$ cat src/rtl/chord_song_reader.sv
// Song sequencer: walks a song ROM entry by entry, hands note entries to the chord
// player one load strobe at a time, and stalls on wait entries for a number of beats.
module chord_song_reader #(
    parameter int SONG_BITS  = 2,
    parameter int ENTRY_BITS = 5
) (
    input  logic                            clk,
    input  logic                            reset,
    input  logic                            play_enable,
    input  logic [SONG_BITS-1:0]            song,
    input  logic                            beat,
    input  logic                            note_done,
    output logic [SONG_BITS+ENTRY_BITS-1:0] rom_addr,
    input  logic [15:0]                     rom_data,
    output logic [5:0]                      note_to_load,
    output logic [5:0]                      duration,
    output logic                            load_new_note,
    output logic                            activate,
    output logic                            song_done
);

    typedef enum logic [2:0] {
        IDLE,
        FETCH,
        DECODE,
        ISSUE,
        WAIT,
        NEXT,
        DONE
    } state_t;

    localparam logic [ENTRY_BITS-1:0] ENTRY_LAST = '1;

    state_t                  state_q, state_d;
    logic [ENTRY_BITS-1:0]   entry_q, entry_d;
    logic [SONG_BITS-1:0]    song_q, song_d;
    logic [5:0]              wait_q, wait_d;
    logic [5:0]              note_q, note_d;
    logic [5:0]              dur_q, dur_d;
    logic                    act_q, act_d;
    logic                    loadNote;
    logic                    songChange;
    logic                    isEndMarker;
    logic                    isWaitEntry;
    logic                    unusedEntryBits;

    assign songChange      = (song != song_q);
    assign isEndMarker     = (rom_data == 16'h0000);
    assign isWaitEntry     = rom_data[15];
    assign unusedEntryBits = ^rom_data[2:1];

    // A song change restarts the sequence and outranks everything, including the
    // freeze from play_enable and a load strobe that would otherwise fire now.
    always_comb begin
        state_d  = state_q;
        entry_d  = entry_q;
        song_d   = song_q;
        wait_d   = wait_q;
        note_d   = note_q;
        dur_d    = dur_q;
        act_d    = act_q;
        loadNote = 1'b0;

        if (songChange) begin
            song_d  = song;
            entry_d = '0;
            wait_d  = '0;
            state_d = FETCH;
        end else if (play_enable) begin
            case (state_q)
                IDLE: begin
                    state_d = FETCH;
                end
                FETCH: begin
                    state_d = DECODE;
                end
                DECODE: begin
                    if (isEndMarker) begin
                        state_d = DONE;
                    end else if (!isWaitEntry) begin
                        note_d  = rom_data[14:9];
                        dur_d   = rom_data[8:3];
                        act_d   = rom_data[0];
                        state_d = ISSUE;
                    end else if (rom_data[5:0] == 6'd0) begin
                        state_d = NEXT;
                    end else begin
                        wait_d  = rom_data[5:0];
                        state_d = WAIT;
                    end
                end
                ISSUE: begin
                    if (note_done) begin
                        loadNote = 1'b1;
                        state_d  = NEXT;
                    end
                end
                WAIT: begin
                    if (beat) begin
                        if (wait_q <= 6'd1) begin
                            wait_d  = 6'd0;
                            state_d = NEXT;
                        end else begin
                            wait_d = wait_q - 6'd1;
                        end
                    end
                end
                NEXT: begin
                    // The last entry of a song never wraps back to entry 0.
                    if (entry_q == ENTRY_LAST) begin
                        state_d = DONE;
                    end else begin
                        entry_d = entry_q + 1'b1;
                        state_d = FETCH;
                    end
                end
                DONE: begin
                    state_d = DONE;
                end
                default: begin
                    state_d = IDLE;
                end
            endcase
        end
    end

    always_ff @(posedge clk or posedge reset) begin
        if (reset) begin
            state_q <= IDLE;
            entry_q <= '0;
            song_q  <= '0;
            wait_q  <= '0;
            note_q  <= '0;
            dur_q   <= '0;
            act_q   <= 1'b0;
        end else begin
            state_q <= state_d;
            entry_q <= entry_d;
            song_q  <= song_d;
            wait_q  <= wait_d;
            note_q  <= note_d;
            dur_q   <= dur_d;
            act_q   <= act_d;
        end
    end

    assign rom_addr      = {song_q, entry_q};
    assign note_to_load  = note_q;
    assign duration      = dur_q;
    assign activate      = act_q;
    assign load_new_note = loadNote;
    assign song_done     = (state_q == DONE);

endmodule

$ cat config.mk
export PLATFORM = sky130hd
export DESIGN_NAME = chord_song_reader
export DESIGN_NICKNAME = d
export VERILOG_FILES = /design/src/rtl/chord_song_reader.sv
export SDC_FILE = /design/constraint.sdc
export NUM_CORES = 1
export LEC_CHECK = 0
export BUFFER_PORTS_ARGS = -buffer_cell sky130_fd_sc_hd__buf_4
export CORE_UTILIZATION = 35
export CTS_CLUSTER_DIAMETER = 100
export CTS_CLUSTER_SIZE = 16
export DETAILED_ROUTE_END_ITERATION = 10
export PLACE_DENSITY_LB_ADDON = 0.2
export RECOVER_POWER = 25
export SLEW_MARGIN = 40
export SYNTH_ARGS = -nofsm -noshare
export SYNTH_HDL_FRONTEND = slang
export SYNTH_SLANG_ARGS = --single-unit
$ cat constraint.sdc
create_clock -name clk -period 2.16 [get_ports clk]
set_clock_uncertainty 0.05 [all_clocks]
set_input_delay 0.108 -clock clk [delete_from_list [all_inputs] [get_ports clk]]
set_output_delay 0.108 -clock clk [all_outputs]
set_load 0.02 [all_outputs]
## Yosys cells after proc, flatten, opt, wreduce, memory -nomap -nowiden

Cells that the tools add are included.
W data, S select, Z words.

- Bits in read-only memories: 0
- Word-level logic and storage cells: 64
- Memory bits (writable): 0
- Output and inout port bits: 22
- Bits of input ports: 23
- Flip-flop bits (word level): 29
- Memories: 0
- Latch bits: 0

- Multipliers: 0
- Bitwise gates (word level): 3
- Muxes and demuxes: 26
- Magnitude comparators: 1
- Add/sub/neg operators: 2
- Equal/unequal tests: 15
- Divide/modulo/power cells: 0
- Shifts and indexed selects: 0
- Reduce and logical (&&, ||, !) cells: 10

Operators by type and width:

| cell | count |
|---|---|
| $mux W6 | 7 |
| $mux W3 | 8 |
| $pmux W3 S7 | 1 |
| $mux W5 | 4 |
| $ne A3 B3 Y1 const B | 6 |
| $logic_not A16 Y1 | 1 |
| $pmux W6 S2 | 1 |
| $eq A3 B3 Y1 const B | 3 |
| $eq A3 B2 Y1 const B | 2 |
| $le A6 B1 Y1 const B | 1 |
| $logic_not A6 Y1 | 1 |
| $reduce_and A6 Y1 | 1 |
| $sub A6 B1 Y6 const B | 1 |
| $add A5 B1 Y5 const B | 1 |
| $eq A5 B5 Y1 const B | 1 |
| $mux W1 | 5 |
| $reduce_and A5 Y1 | 1 |
| $reduce_and A4 Y1 | 1 |
| $reduce_bool A2 Y1 | 2 |
| $eq A3 B1 Y1 const B | 1 |
| $logic_not A3 Y1 | 1 |
| $not A1 Y1 | 3 |
| $reduce_and A3 Y1 | 1 |
| $reduce_bool A3 Y1 | 1 |
| 2 further kinds | 2 |

## Longest topological paths before layout

Gate-level depths: netlist (run 1).

- Word-level depth: 7
- Depth in mapped cells: 9
- Gate-level depth less buffers: 8

## Least setup slack after synthesis (run 1)

OpenSTA, ideal clock, no wires.

- Path kind: flip-flop to flip-flop
- From: register entry_q[0]
- To: register entry_q[3]
- Required time: 1.978 ns
- Data arrival time: 1.980 ns
- Setup time: 0.132 ns
- Cell stages (with the launch flop): 10
- Setup slack: -0.002 ns
- Period minus slack after synthesis: 2.162 ns
- Path buffers: 1
- Path through: dfrtp_1 > ha_1 > and3_1 > ha_1 > nor3b_1 > and3_1 > clkbuf_1 > nand4_1 > xor2_1 > nor2_1

- Cells in the longest elaborated chain, start to end: 5
- Elaborated cells between the ends (all ways): 8
- Classes of those cells: 1 x add/sub; 2 x eq/ne; 4 x mux; 1 x reduce/logical

RTL lines:

| item | RTL line | text |
|---|---|---|
| start: declaration | 35 | `logic [ENTRY_BITS-1:0] entry_q, entry_d;` |
| start signal: assignment | 138 | `entry_q <= entry_d;` |
| $add A5 B1 Y5 | 113 | `entry_d = entry_q + 1'b1;` |
| $mux W5 | 110 | `if (entry_q == ENTRY_LAST) begin` |
| $mux W5 | 70 | `case (state_q)` |
| $mux W5 | 69 | `end else if (play_enable) begin` |
| $mux W5 | 64 | `if (songChange) begin` |

Several ways; a longest one is shown, not always the timed one. The select of a mux whose other input is x is not followed.
A chain may end at the register's enable or synchronous reset.

## Worst setup path after layout (run 1)

- From: input port song[1]
- To: register note_q[4], in the netlist note_to_load[4]

- Cells in the longest elaborated chain, start to end: 3

RTL lines:

| item | RTL line | text |
|---|---|---|
| start: declaration | 10 | `input logic [SONG_BITS-1:0] song,` |
| $ne A2 B2 Y1 | 47 | `assign songChange = (song != song_q);` |
| $not A1 Y1 (no source line) | - |  |
| $reduce_and A5 Y1 (no source line) | - |  |
| end signal: assignment | 141 | `note_q <= note_d;` |
| end: declaration | 38 | `logic [5:0] note_q, note_d;` |

Every way passes these cells.

==> results.ini, run 1 <==
[status]
status = finished with violations
violations = DRC

[clock_tree]
cts.htree.levels = 2
clockBufferDepth = 2
root_buffer = clkbuf_8
clock_sinks = 29
path_clk_slew_ns = 0.07
cts_tree = done
postCtsSetupRepairBufs = 0
clk_latency_ns = 0.28
cts_buffers = 5

[timing]
finalHoldViolCount = 0
worst_slew_pin_slew_ns = 0.742
maxSlewViolCount = 0
rsz0062_at_grt = no
period_share_pct = 95.7
fin_crit_ns = 2.07
final.setup.tns_ns = 0
max_freq_mhz = 484
setup_violations = 0
whs_ns = 0.0259
setup_ws_ns = 0.0927
relSlewSlack_pct = 50.5

[grt]
antenna_found_initial = 0
grt_first_pass_wirelength_um = 6620
grt_start_max_net_pins = 30
overflow = 0
grt_usage_pct = 16.4
grt_pass1_vias = 1408

[cells_and_area]
final_util_pct = 49.2
drive_gt1_share_pct = 33.8
fin_nets = 242
n_fill_cell = 429
antennaDiodeCount = 0
final_cell_mix = buf_4, dfrtp_1, nor2_1
area_growth_pct = 31.7
layout_commonest_cell = buf_4
multi_input_area_um2 = 883
regArea_um2 = 726

[min_path]
holdPathStages = 2
min_to = note_to_load[4]$_DFFE_PP0P_
hp-start = rom_data[13]
min_path_type = input pin to register

[route]
dr.pass1.iters = 10
drc = 1
final_antenna_net_count = 0
top_layer_used = met4
wirelength_um = 3830
m1WireLength_um = 1750
wl_met3_um = 153
drtIter0Drc = 53
met2WireLength_um = 1900
vias_per_cell = 5.21
wl_per_cell_um = 14.3
num_vias = 1397

[worst_setup_path]
max_stage_delay_ns = 0.54
critical_path_class = input pin to register
worstPathRequired_ns = 2.27
cp_max_fo = 13
worst-r2r-cell-count = 8
cp.arrival_ns = 2.18
crit_slowest_cell = or4b_1
cp-startpoint = song[1]
reg2reg_to = entry_q[3]$_DFFE_PP0P_
end_kind = register
rrSetupSlack_ns = 0.16
crit_chain = dlygate4sd3_1 > clkbuf_1 > xnor2_1 > nand4b_1 > or4b_1 > buf_12 > mux2_1
start_kind = input pin
r2r-start = entry_q[0]$_DFFE_PP0P_

[die]
die_h_um = 71.1
die-area_mm2 = 0.00506
num_rows = 24
core_area_mm2 = 0.00447
start_util_pct = 37.4
io_pins = 45
fp.dieW_um = 71.1

[place]
io_buffers = 44
pre_cts_slack_ns = 0.0233
hpwl_um = 2830
place.gp.congestion = 0.779

[logic_synthesis]
syn_area_per_cell_um2 = 10.3
yosysSeqAreaShare_pct = 43.4
ys_async_sr_fraction_pct = 100
synth_edf_count = 0
synth_cell_type_count = 42
synth_flop_cell = dfrtp_1
yosys_warnings = 0
syn_inst = 163
synth_seq_cells = 29
syn_area_mm2 = 0.00167
syn_nets = 190

[pwr]
peakVddDrop_v = 0.000245
fin_total_pwr_mw = 1.17
p_leak_nw = 1.08
power.density_mw_per_mm2 = 533

[run]
drv_cap = 0

-- area by class of cell --
| type | count | share of cell area, % |
|---|---|---|
| well taps | 52 | 2.95 |
| clock buffers | 6 | 3.29 |
| clock inverters | 2 | 0.454 |
| flip-flops and latches | 29 | 32.9 |
| multi-input cells | 119 | 40.1 |
| repair buffers | 55 | 19.4 |
| inverters | 5 | 0.852 |
-- per-stage QoR --
stage | cells | cell area [um2]
after floorplan | 163 | 1670
after global placement | 255 | 2060
after detailed placement | 255 | 2060
after CTS | 268 | 2200
after global routing | 268 | 2200
final | 268 | 2200
-- repair_timing --
item | 4_1_cts | 5_1_grt
hold buffers | 5 | 0
endpoints found under the hold margin | 33 | 0
gates resized for setup | 1 | 3
endpoints found under the setup margin | 1 | 11
-- kinds of logic after synthesis --
kind of cell / synth area share (%)
AOI/OAI and AO/OA: 9.80
DFF: 43.4
xor gates and xnor gates: 3.14
adders and majority gates: 2.99
buffers and inverters: 4.79
and+or+nand+nor: 21.9
muxes: 14.0
-- state kept, by name (all words and copies together), names as in the netlist --
signal and count:
activate 1, wait_q 6, state_q 3, duration 6, note_to_load 6, song_q 2, entry_q 5
-- worst max-delay path, delay by kind of cell --
kind,cells,cell delay [ns]
buffers and inverters,3,0.84
AND/OR/NAND/NOR,2,0.70
multiplexers,1,0.32
XOR/XNOR,1,0.21
-- Yosys cell counts (4+ instances only) --
cell type	n	area share [%]
a21oi_1	7	2.1
clkbuf_1	8	1.8
dfrtp_1	29	43
ha_1	4	3.0
inv_1	5	1.1
mux2_4	10	9.0
mux2i_1	5	3.0
nand2_1	10	2.2
nor2_1	22	4.9
nor3_1	6	1.8
nor4_1	4	1.5
xnor2_1	4	2.1
-- report_power, final --
part           switching, mW  internal [mW]
combinational         0.0964         0.0890
sequential            0.0113          0.559
clock                  0.196          0.222
-- layer usage --
layer / up-vias / GRT usage, %
li1: 680 / -
met1: 680 / 20.2
met2: 32 / 29.1
met3: 5 / 3.99
met4: 0 / 4.00
met5: - / 0
-- how the worst max path moves through the flow --
| stage | endpoint | slack, ns |
|---|---|---|
| after floorplan | entry_q[3]$_DFFE_PP0P_ | 0.08 |
| after global routing | note_to_load[4]$_DFFE_PP0P_ | 0.002 |
| after CTS | note_to_load[4]$_DFFE_PP0P_ | 0.05 |
| after detailed placement | entry_q[3]$_DFFE_PP0P_ | 0.02 |
| after global placement | entry_q[3]$_DFFE_PP0P_ | 0.12 |
| final | note_to_load[4]$_DFFE_PP0P_ | 0.09 |
No activity file was read; power rests on OpenSTA's default activity.
==> inputs of run 2 (changes only) <==
--- a/config.mk
+++ b/config.mk
@@ -12,6 +12,7 @@
 export DETAILED_ROUTE_END_ITERATION = 10
 export PLACE_DENSITY_LB_ADDON = 0.2
 export RECOVER_POWER = 25
+export REMOVE_ABC_BUFFERS = 1
 export SLEW_MARGIN = 40
 export SYNTH_ARGS = -nofsm -noshare
 export SYNTH_HDL_FRONTEND = slang
==> run 2 against run 1 <==
  * The flow still finishes with violations (DRC)
  * Fmax up 0.34%
  * Via count down 1.4%
  * Routed wire length down 2.2%
  * Largest cell class unchanged
==> results.ini, run 2 (synthesis results as in run 1) <==
[status]
status = finished with violations
violations = DRC

[timing]
fin_crit_ns = 2.06  ; -0.00696 ns
worst_slew_pin_slew_ns = 0.730  ; -0.0119 ns
final.setup.tns_ns = 0  ; unchanged
setup_violations = 0  ; unchanged
maxSlewViolCount = 0  ; unchanged
relSlewSlack_pct = 51.3  ; +0.79 points
finalHoldViolCount = 0  ; unchanged
setup_ws_ns = 0.0997  ; +0.00696 ns
max_freq_mhz = 485  ; +0.34%
period_share_pct = 95.4  ; -0.32 points

[die]
die_h_um = 71.1  ; unchanged
start_util_pct = 37.4  ; unchanged
num_rows = 24  ; unchanged
die-area_mm2 = 0.00506  ; unchanged
io_pins = 45  ; unchanged
fp.dieW_um = 71.1  ; unchanged
core_area_mm2 = 0.00447  ; unchanged

[pwr]
p_leak_nw = 1.08  ; -0.29%
peakVddDrop_v = 0.000207  ; -16%
power.density_mw_per_mm2 = 571  ; +7.2%
fin_total_pwr_mw = 1.25  ; +6.7%

[route]
drc = 5  ; +4
wirelength_um = 3750  ; -2.2%
final_antenna_net_count = 0  ; unchanged
dr.pass1.iters = 7  ; -3
vias_per_cell = 5.16  ; -0.99%
drtIter0Drc = 58  ; +9.4%
num_vias = 1378  ; -1.4%
wl_per_cell_um = 14.0  ; -1.9%

[clock_tree]
clk_latency_ns = 0.28  ; about the same
path_clk_slew_ns = 0.06  ; about the same
clock_sinks = 29  ; unchanged
cts_buffers = 5  ; unchanged
clockBufferDepth = 2  ; unchanged
cts_tree = done
root_buffer = clkbuf_8
cts.htree.levels = 2  ; unchanged

[cells_and_area]
area_growth_pct = 31.1
drive_gt1_share_pct = 34.0  ; +0.16 points
fin_nets = 241  ; -0.41%
antennaDiodeCount = 0  ; unchanged
layout_commonest_cell = buf_4
fin_cells = 267  ; -0.37%
multi_input_area_um2 = 877  ; -0.71%
n_fill_cell = 428  ; -0.23%
final_cell_mix = buf_4, dfrtp_1, nor2_1
regArea_um2 = 726  ; unchanged

[worst_setup_path]
end_kind = register
start_kind = input pin
cp.arrival_ns = 2.17  ; about the same
cp_max_fo = 9  ; -4
critical_path_class = input pin to register
worstPathRequired_ns = 2.27  ; about the same

[place]
pre_cts_slack_ns = 0.0201  ; -0.00321 ns
hpwl_um = 2770  ; -2.1%
io_buffers = 44  ; unchanged
place.gp.congestion = 0.853  ; +9.5%
place_inst = 255  ; unchanged

[grt]
overflow = 0  ; unchanged
antenna_found_initial = 0  ; unchanged
grt_usage_pct = 16.6  ; +0.15 points
grt_start_max_net_pins = 30  ; unchanged
grt_pass1_vias = 1434  ; +1.8%
grt_first_pass_wirelength_um = 6530  ; -1.5%

[run]
drv_cap = 0  ; unchanged

[min_path]
min_path_type = input pin to register

-- run 2: cell count changes in the layout (fill, tap and decap cells not counted), sizes merged --
cell	previous run	this run
clkbuf	10	11
clkinv	2	1
dlygate4sd3	5	4
-- run 2: worst max-delay path, cell delays in order --
cell           delay, ns
dlygate4sd3_1       0.54
clkbuf_1            0.12
xnor2_1             0.19
nand4b_1            0.16
or4b_1              0.52
buf_4               0.21
mux2_1              0.32
-- run 2: through the flow --
stage | area, um2 | hold WS [ns] | util, %
2_1_floorplan | 1610 | 0.0894 | -
6_report | 2190 | 0.00561 | 49.0
3_5_place_dp | 2050 | 0.166 | 45.9
5_1_grt | 2190 | 0.00937 | 49.0
4_1_cts | 2190 | 0.000541 | 49.0
3_3_place_gp | 2050 | 0.158 | 45.9
-- run 2: path summary, 6_finish.rpt --
check | start | endpoint | slack [ns] | cells past startpoint
worst min-delay path | rom_data[11] | note_to_load[2]$_DFFE_PP0P_ | 0.006 | 2
worst max-delay path | song[1] | note_to_load[3]$_DFFE_PP0P_ | 0.1 | 7
max in group asynchronous | reset | activate$_DFFE_PP0P_ | 1.05 | 4
worst max register to register | entry_q[0]$_DFFE_PP0P_ | entry_q[3]$_DFFE_PP0P_ | 0.15 | 8
min in group asynchronous | reset | note_to_load[0]$_DFFE_PP0P_ | 0.54 | 4
worst min register to register | note_to_load[4]$_DFFE_PP0P_ | note_to_load[4]$_DFFE_PP0P_ | 0.45 | 1
-- run 2: metal layers --
metal | GRT usage, % | vias to the layer above | routed length [um]
li1 | - | 680 | -
met1 | 20.9 | 650 | 1730
met2 | 26.5 | 43 | 1720
met5 | 0 | - | 0
met3 | 4.99 | 5 | 242
met4 | 7.11 | 0 | 49
-- run 2: power breakdown --
| group | switching [mW] | internal (mW) | total (mW) | leakage, nW |
|---|---|---|---|---|
| Clock | 0.213 | 0.288 | 0.501 | 0.0542 |
| Combinational | 0.0957 | 0.0872 | 0.183 | 0.629 |
| Sequential | 0.00985 | 0.559 | 0.569 | 0.395 |
| Total | 0.319 | 0.934 | 1.25 | 1.08 |
-- run 2: cell type report --
cell class	count	area share, %
clock buffer	7	4.39
clock inverter	1	0.228
inverter	5	0.856
multi-input combinational	119	40.0
sequential	29	33.1
tap	52	2.97
timing repair buffer	54	18.5
-- run 2: what timing repair did --
| action | CTS | global route |
|---|---|---|
| hold endpoints to repair | 32 | 0 |
| cloned | 0 | 0 |
| pin swaps | 0 | 0 |
| hold buffers | 4 | 0 |
| buffers inserted | 0 | 0 |
| setup endpoints to repair | 1 | 4 |
| resized for setup | 1 | 2 |
